**src/rtl/top_datapath_pkg.sv**
```systemverilog
// Shared definitions for the mixing datapath: field widths, field positions
// inside the 117-bit result word, the packed result type, and the helper
// that computes the per-cycle signature input.
package top_datapath_pkg;

    localparam int SUM_W  = 22;
    localparam int PROD_W = 26;
    localparam int ACC_W  = 32;
    localparam int ROT_W  = 21;
    localparam int SIG_W  = 16;

    localparam int SUM_LSB  = 95;
    localparam int PROD_LSB = 69;
    localparam int ACC_LSB  = 37;
    localparam int ROT_LSB  = 16;
    localparam int SIG_LSB  = 0;

    localparam int Y_W = SUM_W + PROD_W + ACC_W + ROT_W + SIG_W;

    // Field order matches the bit layout of y, MSB first.
    typedef struct packed {
        logic [SUM_W-1:0]  sum;
        logic [PROD_W-1:0] prod;
        logic [ACC_W-1:0]  acc;
        logic [ROT_W-1:0]  rot;
        logic [SIG_W-1:0]  sig;
    } result_t;

    // Value XORed into the rotated signature each cycle. The 8-bit operand
    // is duplicated to cover all 16 signature bits.
    function automatic logic [SIG_W-1:0] sig_fold(
        input logic [15:0] a,
        input logic [7:0]  b,
        input logic [15:0] c,
        input logic [15:0] d
    );
        return a ^ d ^ c ^ {b, b};
    endfunction

endpackage

```
**src/rtl/top_datapath_rotl21.sv**
```systemverilog
// Combinational 21-bit left rotator.
// Ports:
//   din  [20:0]  word to rotate
//   amt  [3:0]   rotate-left amount, 0..15
//   dout [20:0]  rotated word
module rotl21
    import top_datapath_pkg::*;
(
    input  logic [ROT_W-1:0] din,
    input  logic [3:0]       amt,
    output logic [ROT_W-1:0] dout
);

    logic [2*ROT_W-1:0] dbl;

    // Shifting the doubled word left leaves the rotated pattern in the
    // upper half; bits shifted out of the lower copy supply the wrap.
    always_comb begin
        dbl  = {din, din} << amt;
        dout = dbl[2*ROT_W-1:ROT_W];
    end

endmodule

```
**src/rtl/top_datapath.sv**
```systemverilog
// Registered mixing datapath. Every clock it combines four input words into
// one 117-bit result: signed sum, unsigned product, running accumulator,
// rotation and rolling XOR signature. All fields are registered, one cycle
// of latency, and y is driven only from flops.
// Ports:
//   clk          rising-edge clock
//   rst          synchronous active-high reset, clears every field
//   wire0 [20:0] signed operand A
//   wire1 [7:0]  unsigned operand / rotate amount (low nibble)
//   wire2 [17:0] unsigned operand B
//   wire3 [20:0] signed operand C
//   y     [116:0] {sum, prod, acc, rot, sig}
module top_datapath
    import top_datapath_pkg::*;
(
    input  logic             clk,
    input  logic             rst,
    input  logic [20:0]      wire0,
    input  logic [7:0]       wire1,
    input  logic [17:0]      wire2,
    input  logic [20:0]      wire3,
    output logic [Y_W-1:0]   y
);

    result_t          r_q;
    logic [ROT_W-1:0] rot_w;
    logic [SIG_W-1:0] fold_w;

    rotl21 u_rotl21 (
        .din  (wire3),
        .amt  (wire1[3:0]),
        .dout (rot_w)
    );

    assign fold_w = sig_fold(wire0[15:0], wire1, wire2[15:0], wire3[15:0]);

    always_ff @(posedge clk) begin
        if (rst) begin
            r_q <= '0;
        end else begin
            r_q.sum  <= {wire0[20], wire0} + {wire3[20], wire3};
            r_q.prod <= {8'b0, wire2} * {18'b0, wire1};
            // Accumulator wraps modulo 2^32 by design.
            r_q.acc  <= r_q.acc + {{11{wire0[20]}}, wire0};
            r_q.rot  <= rot_w;
            r_q.sig  <= {r_q.sig[SIG_W-2:0], r_q.sig[SIG_W-1]} ^ fold_w;
        end
    end

    assign y[SUM_LSB  +: SUM_W]  = r_q.sum;
    assign y[PROD_LSB +: PROD_W] = r_q.prod;
    assign y[ACC_LSB  +: ACC_W]  = r_q.acc;
    assign y[ROT_LSB  +: ROT_W]  = r_q.rot;
    assign y[SIG_LSB  +: SIG_W]  = r_q.sig;

endmodule

```
**config.mk**
```make
export PLATFORM = sky130hd
export DESIGN_NAME = top_datapath
export DESIGN_NICKNAME = d
export VERILOG_FILES = /design/src/rtl/top_datapath_pkg.sv /design/src/rtl/top_datapath_rotl21.sv /design/src/rtl/top_datapath.sv
export SDC_FILE = /design/constraint.sdc
export NUM_CORES = 1
export LEC_CHECK = 0
export CAP_MARGIN = 20
export CORE_MARGIN = 2
export CORE_UTILIZATION = 60
export DETAILED_ROUTE_END_ITERATION = 8
export GPL_TIMING_DRIVEN = 1
export HOLD_SLACK_MARGIN = 0.08
export PLACE_DENSITY = 0.88
export REMOVE_ABC_BUFFERS = 1
export SETUP_SLACK_MARGIN = 0.1
export SYNTH_ARGS = -nofsm -noshare
export SYNTH_HDL_FRONTEND = slang
export SYNTH_HIERARCHICAL = 1
export SYNTH_SLANG_ARGS = --single-unit
```
**constraint.sdc**
```tcl
create_clock -name clk -period 12.5 [get_ports clk]
set_input_delay 3.125 -clock clk [delete_from_list [all_inputs] [get_ports clk]]
set_output_delay 3.125 -clock clk [all_outputs]
set_load 0.02 [all_outputs]
```
==> metrics.txt <==
Core Area just under 20000 um^2; delay of the slowest critical-path stage 0.87 ns; final period utilization 0.649; Layout Nets about 1700; type of origin of the critical path input port; CP arrival 8.42 ns; utilization after layout 0.742; cell taking the most area after synthesis dfxtp_1; most common flop cell mapped by yosys dfxtp_1; share of cells above drive strength 1 0.0613; crit path time final ~8.1 ns; num rows 51; post-synth top area share 0.199; Vias roughly 10000; Synth warnings 6; leakage approximately 6.3 nW; setup bufs post-CTS 0; TritonCTS Sinks 117; worst slack, placed approximately 4 ns; vias in the first global route roughly 10000; share of flip-flops with an asynchronous set or reset 0; crit-path most repeated cell fa_1; total power roughly 2.8 mW; RSZ-0062 raised after global routing false; Worst Path Max Fanout 20; Post-Synthesis Cell Area around 12000 um^2; worst endpoint required time roughly 13 ns; Skew-Pair Late Insertion Delay between 0.4 and 0.5 ns; Area Growth Syn to Fin 22.0%; Resize count post-CTS 0; drt total wl between 30 and 40 mm; Vias/cell between 5 and 6; clk slew on worst S/H paths 0.06 ns; Critical Path End Type flop; Iter 0 DRT Violations 728; post-route setup TNS 0 ns; final setup violation count 0; CTS Buf Count 17; fraction of the yosys area taken by sequential cells 0.199; CP cell instances clkdlybuf4s50_1 -> and2_1 -> fa_1 -> inv_1 -> fa_1 -> fa_1 -> fa_1 -> inv_1 -> ha_1 -> and2_1 -> nand3_1 -> nor4_1 -> or2_2 -> or2_1 -> a21oi_1 -> mux2_1; Hold Fails Final Rpt 0; DIE AREA roughly 21000 um^2; Clock Path Buffers 2; Initial Util 0.608; count leader, synth inv_1; IO Port Bufs ~190; met2 routed WL between 15 and 20 mm; PD cells 195 nW/um^2; # DRC 0; MaxCap Viol Count 0; critical path class input port to flop; delay-heaviest family, CP adder cells; Die H 144 um; largest net degree at the start of global routing a little under 90; total track usage 0.312; top cells by count, synth 132 x inv_1, 117 x and2_1, 117 x dfxtp_1; global-route wire length before repair 50.5 mm; post-synth cell types between 70 and 80; met3 WL approximately 2.8 mm; TritonCTS clock tree yes; initial antenna violation count 1; Filler cells around 1400; uppermost routed layer met4; status completed; global route total overflow 0; worst min-delay path class flop to flop; Fmax roughly 0.12 GHz; final worst-path setup slack between 4 and 5 ns; Yosys reg bits approximately 120; Post-Synthesis Cells around 1300; root buffer cell clkbuf_16; Final Wtd Congestion between 0.9 and 1; WP buf/inv 3; first drt pass iteration count 5; DR WL/cell 18.5 um; slowest CP cell clkdlybuf4s50_1; met1 WL 12.2 mm; Die W 144 um; H-tree depth 4; Worst Tran Pin Value 1.02 ns; EDFF count, synth 0; VDD IR max 116 uV; top cells by area, synth dfxtp_1 20%, fa_1 17%, ha_1 10%, mux4_2 7.7%, and2_1 6.2%; mean area per synthesized cell approximately 9.2 um^2; IO Pins 187; Max Clock Skew between 0.01 and 0.015 ns; max_slew headroom 0.319; detailed placement HPWL 23.5 mm; Largest register FFs approximately 120; fin. max-slew vios 0; post-route ant nets 0; Post-CTS Hold Buffers 0
[routing by layer]
layer,global-route usage,vias to the layer above
li1,-,4632
met1,0.388,4879
met2,0.530,527
met3,0.0646,98
met4,0.131,0
met5,0,-
[power breakdown]
part           internal [mW]  total, mW  switching, mW
clock network          0.340      0.531          0.191
registers              0.480      0.534         0.0546
logic                  0.777       1.73          0.951
total                   1.60       2.79           1.20
[worst register-to-register path: stages, from the launching register on]
cell and delay (ns):
dfxtp_1 0.33, ha_1 0.32, a211oi_1 0.30, o21ai_1 0.26, o211ai_2 0.22, a31oi_1 0.16, o311a_1 0.42, a311oi_1 0.36
mux2_1 0.36
[path summary, 6_finish.rpt]
path,slack (ns),cells after the start,start,endpoint
worst max-delay path,4.39,16,wire1[4],y[87]$_SDFF_PP0_
worst min-delay path,0.61,2,y[37]$_SDFF_PP0_,y[37]$_SDFF_PP0_
worst max register to register,9.67,8,y[38]$_SDFF_PP0_,y[66]$_SDFF_PP0_
worst min register to register,0.61,2,y[37]$_SDFF_PP0_,y[37]$_SDFF_PP0_
[through the flow]
step / cell area (um^2) / std cells / hold WS [ns]
3_3_place_gp: 13700 / 1668 / 0.576
4_1_cts: 14300 / 1700 / 0.620
2_1_floorplan: 11500 / 1214 / 0.707
3_5_place_dp: 13700 / 1668 / 0.604
5_1_grt: 14300 / 1701 / 0.652
6_report: 14300 / 1701 / 0.610
[logic make-up (layout without fill, tap and decap cells)]
| logic type | Yosys count | in the layout | synth area share |
|---|---|---|---|
| buf+inv | 189 | 353 | 0.0628 |
| fa+ha+maj | 196 | 196 | 0.271 |
| other cells | 0 | 1 | 0 |
| compound gates | 233 | 233 | 0.137 |
| xor+xnor | 84 | 84 | 0.0626 |
| mux | 49 | 49 | 0.0878 |
| simple gates | 403 | 403 | 0.179 |
| flops | 117 | 117 | 0.199 |
[area by class of cell]
| cell class | count | area [um^2] | share of cell area |
|---|---|---|---|
| Multi-Input combinational cell | 965 | 8670 | 0.605 |
| Sequential cell | 117 | 2340 | 0.163 |
| Timing Repair Buffer | 189 | 1870 | 0.130 |
| Inverter | 132 | 495 | 0.0345 |
| Clock buffer | 21 | 450 | 0.0314 |
| Tap cell | 265 | 332 | 0.0231 |
| Clock inverter | 11 | 175 | 0.0122 |
| Antenna cell | 1 | 2.50 | 0.000174 |
[cells in the final DEF, fill, tap and decap left out, types with 5 or more instances in the layout]
| cell type | synthesis | layout |
|---|---|---|
| o21a_1 | 23 | 23 |
| mux2_1 | 7 | 7 |
| or3_1 | 5 | 5 |
| clkbuf_16 | 0 | 17 |
| and3_1 | 6 | 6 |
| and2_1 | 117 | 117 |
| xor2_1 | 16 | 16 |
| ha_1 | 98 | 98 |
| o21ai_0 | 31 | 31 |
| fa_1 | 98 | 98 |
| a21oi_1 | 56 | 56 |
| a31oi_1 | 7 | 7 |
| clkdlybuf4s50_1 | 0 | 183 |
| nor3_1 | 27 | 27 |
| o21ai_1 | 5 | 5 |
| inv_1 | 132 | 132 |
| nand3_1 | 20 | 20 |
| a211oi_1 | 9 | 9 |
| o21bai_1 | 6 | 6 |
| mux4_2 | 40 | 40 |
| nor2_1 | 90 | 90 |
| o211ai_1 | 7 | 7 |
| xnor2_1 | 68 | 68 |
| nand2_1 | 66 | 66 |
| nor4_1 | 5 | 5 |
| dfxtp_1 | 117 | 117 |
| nor2b_1 | 39 | 39 |
| a21o_1 | 34 | 34 |
| or2_1 | 5 | 5 |
No activity file was read; power rests on OpenSTA's default activity.
